## src/rtl/csr_pkg.sv

```systemverilog
// Shared types for the machine-mode trap sequencer: FSM states, CSR
// command ops, interrupt cause codes and the atomic trap command bundle.
package csr_pkg;

    typedef enum logic [1:0] {
        ST_IDLE     = 2'd0,
        ST_DRAIN    = 2'd1,
        ST_UPDATE   = 2'd2,
        ST_REDIRECT = 2'd3
    } trap_state_t;

    typedef enum logic [1:0] {
        OP_NONE = 2'd0,
        OP_TRAP = 2'd1,
        OP_MRET = 2'd2
    } trap_op_t;

    localparam logic [3:0] IRQ_MSI = 4'd3;
    localparam logic [3:0] IRQ_MTI = 4'd7;
    localparam logic [3:0] IRQ_MEI = 4'd11;

    typedef struct packed {
        trap_op_t    op;
        logic [63:0] mepc;
        logic [63:0] mcause;
        logic [63:0] mtval;
    } trap_cmd_t;

endpackage

```

## src/rtl/irq_arbiter.sv

```systemverilog
// Fixed-priority machine interrupt arbiter: MEI over MSI over MTI,
// gated by the global mstatus.MIE enable.
module irq_arbiter
    import csr_pkg::*;
(
    input  logic [63:0] mie,
    input  logic [63:0] mip,
    input  logic        mstatus_mie,
    output logic        irq_valid,
    output logic [3:0]  irq_code
);

    logic [63:0] pend;
    logic        unused_pend;

    assign pend        = mie & mip;
    // Only the three machine-level sources are implemented.
    assign unused_pend = ^{pend[63:12], pend[10:8], pend[6:4], pend[2:0]};

    // Pick the highest-priority enabled and pending source.
    always_comb begin
        irq_valid = 1'b0;
        irq_code  = 4'd0;
        if (mstatus_mie) begin
            if (pend[IRQ_MEI]) begin
                irq_valid = 1'b1;
                irq_code  = IRQ_MEI;
            end else if (pend[IRQ_MSI]) begin
                irq_valid = 1'b1;
                irq_code  = IRQ_MSI;
            end else if (pend[IRQ_MTI]) begin
                irq_valid = 1'b1;
                irq_code  = IRQ_MTI;
            end
        end
    end

endmodule

```

## src/rtl/trap_ctrl.sv

```systemverilog
// Trap sequencer beside writeback: on an interrupt, exception or mret at
// commit it kills the commit, drains the pipe, issues one atomic CSR
// command and redirects fetch.
// Build option: TRAP_VECTORED_EN enables vectored interrupt targets
// (mtvec mode 1: base + 4*code); without it the target is always base.
module trap_ctrl
    import csr_pkg::*;
(
    input  logic        clk,
    input  logic        reset,
    input  logic        commit_valid_i,
    input  logic [63:0] commit_pc_i,
    input  logic        exc_valid_i,
    input  logic [3:0]  exc_code_i,
    input  logic [63:0] exc_tval_i,
    input  logic        is_mret_i,
    input  logic        mstatus_mie_i,
    input  logic [63:0] mie_i,
    input  logic [63:0] mip_i,
    input  logic [63:0] mtvec_i,
    input  logic [63:0] mepc_i,
    input  logic        mem_busy_i,
    input  logic        redirect_ready_i,
    output logic        commit_kill_o,
    output logic        flush_o,
    output logic        csr_we_o,
    output logic [1:0]  csr_op_o,
    output logic [63:0] csr_mepc_o,
    output logic [63:0] csr_mcause_o,
    output logic [63:0] csr_mtval_o,
    output logic        redirect_valid_o,
    output logic [63:0] redirect_pc_o,
    output logic        busy_o
);

    trap_state_t state_q, state_d;
    trap_cmd_t   cmd_q, cmd_d;
    logic [63:0] target_q, target_d;
    logic        irq_valid;
    logic [3:0]  irq_code;
    logic        event_hit;

    irq_arbiter u_irq_arbiter (
        .mie         (mie_i),
        .mip         (mip_i),
        .mstatus_mie (mstatus_mie_i),
        .irq_valid   (irq_valid),
        .irq_code    (irq_code)
    );

    assign event_hit = commit_valid_i & (irq_valid | exc_valid_i | is_mret_i);

    // Build the command for the current commit: interrupt beats exception
    // beats mret. An interrupt reports mepc = this PC so it re-executes.
    always_comb begin
        cmd_d = '0;
        if (irq_valid) begin
            cmd_d.op     = OP_TRAP;
            cmd_d.mepc   = commit_pc_i;
            cmd_d.mcause = {1'b1, 59'd0, irq_code};
        end else if (exc_valid_i) begin
            cmd_d.op     = OP_TRAP;
            cmd_d.mepc   = commit_pc_i;
            cmd_d.mcause = {60'd0, exc_code_i};
            cmd_d.mtval  = exc_tval_i;
        end else begin
            cmd_d.op     = OP_MRET;
        end
    end

    // Redirect target, evaluated from the live mtvec/mepc during UPDATE.
    // The interrupt flag and code come back out of the latched mcause.
`ifdef TRAP_VECTORED_EN
    always_comb begin
        target_d = {mtvec_i[63:2], 2'b00};
        if (cmd_q.op == OP_MRET)
            target_d = mepc_i;
        else if (mtvec_i[1:0] == 2'b01 && cmd_q.mcause[63])
            target_d = {mtvec_i[63:2], 2'b00} + {58'd0, cmd_q.mcause[3:0], 2'b00};
    end
`else
    logic unused_mode;
    assign unused_mode = ^mtvec_i[1:0];

    always_comb begin
        target_d = {mtvec_i[63:2], 2'b00};
        if (cmd_q.op == OP_MRET)
            target_d = mepc_i;
    end
`endif

    // State register.
    always_ff @(posedge clk) begin
        if (reset) state_q <= ST_IDLE;
        else       state_q <= state_d;
    end

    // Next state and per-state strobes. Outside IDLE every commit is
    // killed and nothing new is captured.
    always_comb begin
        state_d          = state_q;
        commit_kill_o    = 1'b0;
        flush_o          = 1'b0;
        csr_we_o         = 1'b0;
        redirect_valid_o = 1'b0;
        case (state_q)
            ST_IDLE: begin
                commit_kill_o = event_hit;
                if (event_hit) state_d = ST_DRAIN;
            end
            ST_DRAIN: begin
                commit_kill_o = commit_valid_i;
                flush_o       = 1'b1;
                if (!mem_busy_i) state_d = ST_UPDATE;
            end
            ST_UPDATE: begin
                commit_kill_o = commit_valid_i;
                flush_o       = 1'b1;
                csr_we_o      = 1'b1;
                state_d       = ST_REDIRECT;
            end
            ST_REDIRECT: begin
                commit_kill_o    = commit_valid_i;
                redirect_valid_o = 1'b1;
                if (redirect_ready_i) state_d = ST_IDLE;
            end
            default: state_d = ST_IDLE;
        endcase
    end

    // Command and target latches; cleared once the redirect is taken so
    // the CSR outputs read zero while idle.
    always_ff @(posedge clk) begin
        if (reset) begin
            cmd_q    <= '0;
            target_q <= '0;
        end else begin
            case (state_q)
                ST_IDLE:     if (event_hit) cmd_q <= cmd_d;
                ST_UPDATE:   target_q <= target_d;
                ST_REDIRECT: if (redirect_ready_i) begin
                    cmd_q    <= '0;
                    target_q <= '0;
                end
                default: ;
            endcase
        end
    end

    assign csr_op_o      = cmd_q.op;
    assign csr_mepc_o    = cmd_q.mepc;
    assign csr_mcause_o  = cmd_q.mcause;
    assign csr_mtval_o   = cmd_q.mtval;
    assign redirect_pc_o = target_q;
    assign busy_o        = (state_q != ST_IDLE);

endmodule

```

## config.mk

```make
export PLATFORM = sky130hd
export DESIGN_NAME = trap_ctrl
export DESIGN_NICKNAME = d
export VERILOG_FILES = /design/src/rtl/csr_pkg.sv /design/src/rtl/irq_arbiter.sv /design/src/rtl/trap_ctrl.sv
export SDC_FILE = /design/constraint.sdc
export NUM_CORES = 1
export LEC_CHECK = 0
export CORE_AREA = 2 2 256 258
export DETAILED_ROUTE_END_ITERATION = 10
export DIE_AREA = 0 0 258 260
export PLACE_DENSITY_LB_ADDON = 0.25
export SETUP_SLACK_MARGIN = 0.4
export SLEW_MARGIN = 10
export SYNTH_ARGS = -nofsm -noshare
export SYNTH_HDL_FRONTEND = slang
export SYNTH_SLANG_ARGS = --single-unit
```

## constraint.sdc

```tcl
create_clock -name clk -period 1.94 [get_ports clk]
set_input_delay 0.388 -clock clk [delete_from_list [all_inputs] [get_ports clk]]
set_output_delay 0.388 -clock clk [all_outputs]
set_load 0.01 [all_outputs]
```

Word level (Yosys, flattened, before mapping)
Cells that the tools add are included.
{"block": "totals", "reg_bits": 260, "elab_cells": 52, "output_inout_bits": 263, "in_bits": 396}
{"block": "classes", "bitwise_logic": 4, "reduce_logical": 9, "n_mux": 26, "eq_ne": 7}
{"op": "2-to-1 mux 194 bit", "n": 2}
{"op": "case mux 194 bit (2 select lines)", "n": 1}
{"op": "2-to-1 mux 192 bit", "n": 1}
{"op": "2-to-1 mux 64 bit", "n": 3}
{"op": "2-to-1 mux 130 bit", "n": 1}
{"op": "case mux 64 bit (2 select lines)", "n": 1}
{"op": "AND 12 bit", "n": 1}
{"op": "2-to-1 mux 4 bit", "n": 3}
{"op": "2-to-1 mux 2 bit", "n": 4}
{"op": "case mux 2 bit (4 select lines)", "n": 1}
{"op": "2-to-1 mux 1 bit", "n": 7}
{"op": "equality test 2 bit, second input constant", "n": 3}
{"op": "!= test 2 bit, second input constant", "n": 3}
{"op": "AND reduction 3 bit", "n": 2}
{"op": "nonzero test 2 bit", "n": 3}
{"op": "2-to-1 mux 3 bit", "n": 1}
{"op": "OR reduction 3 bit", "n": 1}
{"op": "equality test 2 x 1 -> 1 bit, second input constant", "n": 1}
{"op": "zero test 2 bit", "n": 1}
{"op": "bitwise OR 1 bit", "n": 2}
{"op": "case mux 1 bit (2 select lines)", "n": 1}
{"op": "AND reduction 2 bit", "n": 1}
{"op": "OR reduction 2 bit", "n": 1}
{"op": "AND 1 bit", "n": 1}

Longest topological paths before layout
{"block": "depth", "word_depth": 10, "ltp_mapped": 8, "ltp_nobuf": 6}

Cells and area by module
A second synthesis with hierarchy kept.
{"block": "hier_totals", "hier_cells": 980, "area_unflattened_um2": 8844.7}
{"mod": "trap_ctrl", "area_each_um2": 8789.7, "cells_per_inst": 973, "seq_area_each_um2": 4023.9, "instances": 1}
{"mod": "irq_arbiter", "area_each_um2": 55.1, "cells_per_inst": 7, "seq_area_each_um2": 0.0, "instances": 1}

Least setup slack after synthesis
No wires, ideal clock.
{"block": "synth_timing", "kind": "reg-to-reg", "from": "reg state_q[0]", "to": "reg target_q[10] (netlist: redirect_pc_o[10])", "setup_ps": 65, "t_arrival_ps": 1833, "period_less_slack_ps": 1898, "setup_slack_ps": 42, "stages_incl_launch_ff": 9, "path_buffers": 2, "t_required_ps": 1875, "path_cell_list": "dfxtp_1 > inv_1 > ha_1 > nor2b_1 > clkbuf_1 > a21oi_1 > buf_2 > a22oi_1 > nor2_1"}
{"block": "synth_via", "elab_chain_len": 3, "word_cells_on_any_way": 6, "cone_classes": "3 x eq/ne; 1 x mux; 2 x reduce/logical"}
{"element": "start: declaration", "line": "trap_ctrl.sv:36", "text": "trap_state_t state_q, state_d;"}
{"element": "start signal: assignment", "line": "trap_ctrl.sv:95", "text": "else state_q <= state_d;"}
{"element": "equality test 2 bit", "line": "trap_ctrl.sv:138", "text": "case (state_q)"}
{"element": "!= test 2 bit (no line) or nonzero test 2 bit (tied branches)"}
{"element": "AND reduction 2 bit (no line)"}
{"element": "end signal: assignment", "line": "trap_ctrl.sv:140", "text": "ST_UPDATE: target_q <= target_d;"}
{"element": "end: declaration", "line": "trap_ctrl.sv:38", "text": "logic [63:0] target_q, target_d;"}
Several ways; a longest one is shown, not always the timed one.
A chain may end at the register's enable or synchronous reset.

Worst setup path in the final report
{"block": "layout_timing", "from": "in mip_i[7]", "to": "reg cmd_q (netlist bit csr_mtval_o[40])"}
{"block": "layout_via", "elab_chain_len": 10, "word_cells_on_any_way": 13, "cone_classes": "1 x eq/ne; 7 x mux; 4 x bitwise; 1 x reduce/logical"}
{"element": "start: declaration", "line": "trap_ctrl.sv:19", "text": "input logic [63:0] mip_i,"}
{"element": "AND 12 bit (*)", "line": "irq_arbiter.sv:16", "text": "assign pend = mie & mip;"}
{"element": "2-to-1 mux 1 bit (*)", "line": "irq_arbiter.sv:31", "text": "end else if (pend[IRQ_MTI]) begin"}
{"element": "2-to-1 mux 1 bit (*)", "line": "irq_arbiter.sv:28", "text": "end else if (pend[IRQ_MSI]) begin"}
{"element": "2-to-1 mux 1 bit (*)", "line": "irq_arbiter.sv:25", "text": "if (pend[IRQ_MEI]) begin"}
{"element": "2-to-1 mux 1 bit (*)", "line": "irq_arbiter.sv:24", "text": "if (mstatus_mie) begin"}
{"element": "bitwise OR 1 bit (2 in a row)", "line": "trap_ctrl.sv:51", "text": "assign event_hit = commit_valid_i & (irq_valid | exc_valid_i | is_mret_i);"}
{"element": "AND 1 bit", "line": "trap_ctrl.sv:51"}
{"element": "!= test 2 bit (no line)"}
{"element": "AND reduction 3 bit (no line)"}
{"element": "end signal: assignment", "line": "trap_ctrl.sv:139", "text": "ST_IDLE: if (event_hit) cmd_q <= cmd_d;"}
{"element": "end: declaration", "line": "trap_ctrl.sv:37", "text": "trap_cmd_t cmd_q, cmd_d;"}
Mark *: on every way between the ends. The rest lies on a longest branch, timed or not. The select of a mux whose other input is x is not followed.

==> impl_metrics.tcl <==
set metrics [dict create \
    first_pass_iters 5 \
    crit_slowest_cell "a222oi_1" \
    cts.clk_slew.worst_paths_ns 0.06 \
    p_leak_nw 8.47 \
    endpoint_kind "flip-flop" \
    slowest_delay_ns 0.38 \
    synth_cells 1019 \
    critPathMaxFanout 9 \
    synth-async-reset-ratio_pct 0 \
    clk_latency_ns 0.56 \
    drc 0 \
    row_count 93 \
    yosysWarnings 0 \
    yosys.cell_types.count 36 \
    crit_chain "buf_8 > a222oi_1 > buf_4 > buf_6 > buf_6 > buf_6 > buf_6 > buf_6 > buf_6 > buf_6 > buf_6 > o21ba_4 > buf_12 > buf_12 > buf_12 > nand4_1 > a21oi_1" \
    worst_hold_path.num_cells 2 \
    die_x_um 258 \
    hold_buffers 0 \
    peakVddDrop_mv 0.718 \
    top_level_ports 659 \
    synth-edff-count 0 \
    yosys_most_used_dff "dfxtp_1" \
    grt_max_degree 60 \
    rsz0062_at_grt "yes" \
    ctsHtreeMaxLevel 1 \
    drtIter0Drc 373 \
    max_freq_mhz 499 \
    grt_pass1_wl_mm 71.0 \
    final_layout_size_suffix_gt1_share_pct 36.5 \
    fin_skew_ns 0.0164 \
    worstPathRequired_ns 2.43 \
    slew_viol_final 0 \
    gr-total-overflow 0 \
    cts_buffer_depth 3 \
    reg2reg_depth 11 \
    maxCapViolCount 0 \
    worst_slack_ns -0.0648 \
    hp-class "in -> reg" \
    final_core_util_pct 29.2 \
    criticalPathCategory "in -> reg" \
    avgRoutedWirePerCell_um 22.6 \
    cts_tree "yes" \
    dp_cells 2314 \
    status "finished with violations" \
    n_fill_cell 6744 \
    cp-start-kind "input pin" \
    vias 10500 \
    ctsRootBufferMaster "clkbuf_16" \
    hpwl_mm 30.2 \
    synth_area_um2 8900 \
    post-route-min-period_ns 2.00 \
    area_growth_pct 110 \
    stdcell_count 2474 \
    coreArea_um2 64100 \
    die_area_um2 67100 \
    start_util_pct 13.9 \
    viasPerCell 4.24 \
    antenna_found_initial 6 \
    routed_wl_mm 55.9 \
    ys_ff_latch 201 \
    powerDensity_nw_per_um2 1400 \
    grt_pass1_vias 10400 \
    cts-buffers-inserted 27 \
    yosysSeqAreaShare_pct 45.2 \
    synth.avg_cell_area_um2 8.74 \
    gp_congestion 0.769 \
    cp_common_cell "buf_6" \
    die_h_um 260 \
    setup_viol 30 \
    track_usage_pct 14.1 \
    hold_violations 0 \
    arrival_ns 2.50 \
    nNetsFinal 2000 \
    period_share_pct 103 \
    violations "setup timing" \
    io_buffers 475 \
    cts.sinks 201 \
    ant_nets 0 \
]
timing repair:
action	in CTS	in global routing
pin swaps	82	223
resized for setup	652	308
setup buffers	37	15
gates cloned	27	32
setup endpoints to repair	404	302
power breakdown:
group	internal [mW]	leakage (nW)	switching (mW)
Sequential	5.03	1.64	0.525
Clock	3.17	0.456	2.04
Combinational	7.85	6.37	7.63
metrics by stage:
stage / area [µm²] / total power [mW] / setup WS (ns) / hold slack [ns] / TNS, ns
global placement: 15000 / 14.9 / -0.693 / 0.441 / -55.19
global route: 18700 / 27.7 / -0.107 / 0.237 / -4.52
finish: 18700 / 26.2 / -0.0648 / 0.248 / -0.923
CTS: 17000 / 23.4 / -0.0169 / 0.213 / -0.0334
detailed placement: 15000 / 15.0 / -0.650 / 0.452 / -54.57
floorplan: 9280 / 10.0 / 0.275 / 0.476 / 0
final cells by class:
class	count	area, µm²	area share [%]
flip-flops and latches	201	4050	21.7
inverters	7	28.8	0.154
repair buffers	666	7660	41.0
clock inverters	8	92.6	0.495
diodes	1	2.50	0.0134
multi-input cells	696	4960	26.5
clock buffers	40	825	4.41
well taps	855	1070	5.72
final timing paths:
path	slack, ns	from	endpoint
setup / recovery	-0.06	mip_i[7]	csr_mtval_o[40]
hold / removal	0.25	reset	csr_mepc_o[61]
hold reg to reg	0.46	csr_mtval_o[61]	csr_mtval_o[61]
setup reg to reg	-0.03	state_q[0]	csr_mtval_o[24]
metal layers:
metal / part of all wire (%) / track usage, % / routed length, µm / vias to the layer above
met5: 0.023 / 0 / 13 / -
met4: 2.1 / 3.74 / 1150 / 2
met3: 8.6 / 4.37 / 4780 / 62
met2: 46 / 23.4 / 25800 / 496
met1: 43 / 17.5 / 24100 / 5081
li1: - / - / - / 4858
Yosys cell counts (2+ instances only):
cell type	n	area share [%]
ha_1	5	0.70
nand2_1	3	0.13
o21ai_0	136	7.6
nand3_1	3	0.17
a31oi_1	2	0.14
a21oi_1	139	7.8
buf_2	30	1.7
inv_1	7	0.30
or4_1	3	0.25
dfxtp_1	201	45
nor2_1	65	2.7
clkbuf_1	77	3.2
a2bb2oi_1	3	0.30
buf_4	59	5.0
nand4_1	130	9.1
buf_1	7	0.30
nand2b_1	2	0.14
nand4b_1	3	0.30
mux2_2	62	7.8
a22oi_1	63	5.3
nor2b_1	4	0.28
placed cells by master, fill, tap and decap left out, types with 3 or more instances in the layout:
| cell | Yosys | final |
|---|---|---|
| o21ai_1 | 0 | 59 |
| buf_16 | 0 | 32 |
| nor2_1 | 65 | 64 |
| conb_1 | 1 | 59 |
| a2bb2oi_1 | 3 | 3 |
| nand4_1 | 130 | 130 |
| mux2_2 | 62 | 62 |
| o21ai_0 | 136 | 36 |
| clkinv_2 | 0 | 5 |
| dfxtp_1 | 201 | 185 |
| dfxtp_2 | 0 | 13 |
| clkbuf_16 | 0 | 52 |
| buf_2 | 30 | 105 |
| buf_6 | 0 | 37 |
| o21ai_4 | 0 | 3 |
| dlymetal6s2s_1 | 0 | 89 |
| a21oi_2 | 0 | 22 |
| a22oi_2 | 0 | 63 |
| ha_4 | 0 | 4 |
| buf_4 | 59 | 56 |
| o21ai_2 | 0 | 38 |
| a21oi_1 | 139 | 116 |
| clkbuf_2 | 1 | 3 |
| inv_1 | 7 | 4 |
| clkbuf_8 | 0 | 10 |
| nand4b_1 | 3 | 3 |
| clkdlybuf4s50_1 | 0 | 264 |
| buf_8 | 0 | 12 |
| buf_12 | 0 | 41 |
| dfxtp_4 | 0 | 3 |
| nor2b_4 | 0 | 3 |
| clkbuf_1 | 77 | 3 |
cells by family after synthesis:
family	share of synthesized area, %
other	0.0421
AOI/OAI and AO/OA	22.1
buffers and inverters	10.6
and+or+nand+nor	13.4
adders and majority gates	0.703
DFF	45.2
muxes	7.96
critical path: cells and delay by family:
| kind | cells | cell delay (ns) |
|---|---|---|
| compound gates | 3 | 0.65 |
| simple gates | 1 | 0.10 |
| buf+inv | 13 | 1.34 |
flip-flops by register name (all words and copies together), names as in the netlist:
| register | count |
|---|---|
| csr_mcause_o | 5 |
| csr_mepc_o | 64 |
| csr_mtval_o | 64 |
| csr_op_o | 2 |
| redirect_pc_o | 64 |
| state_q | 2 |
Power figures use the tool's default switching activity.
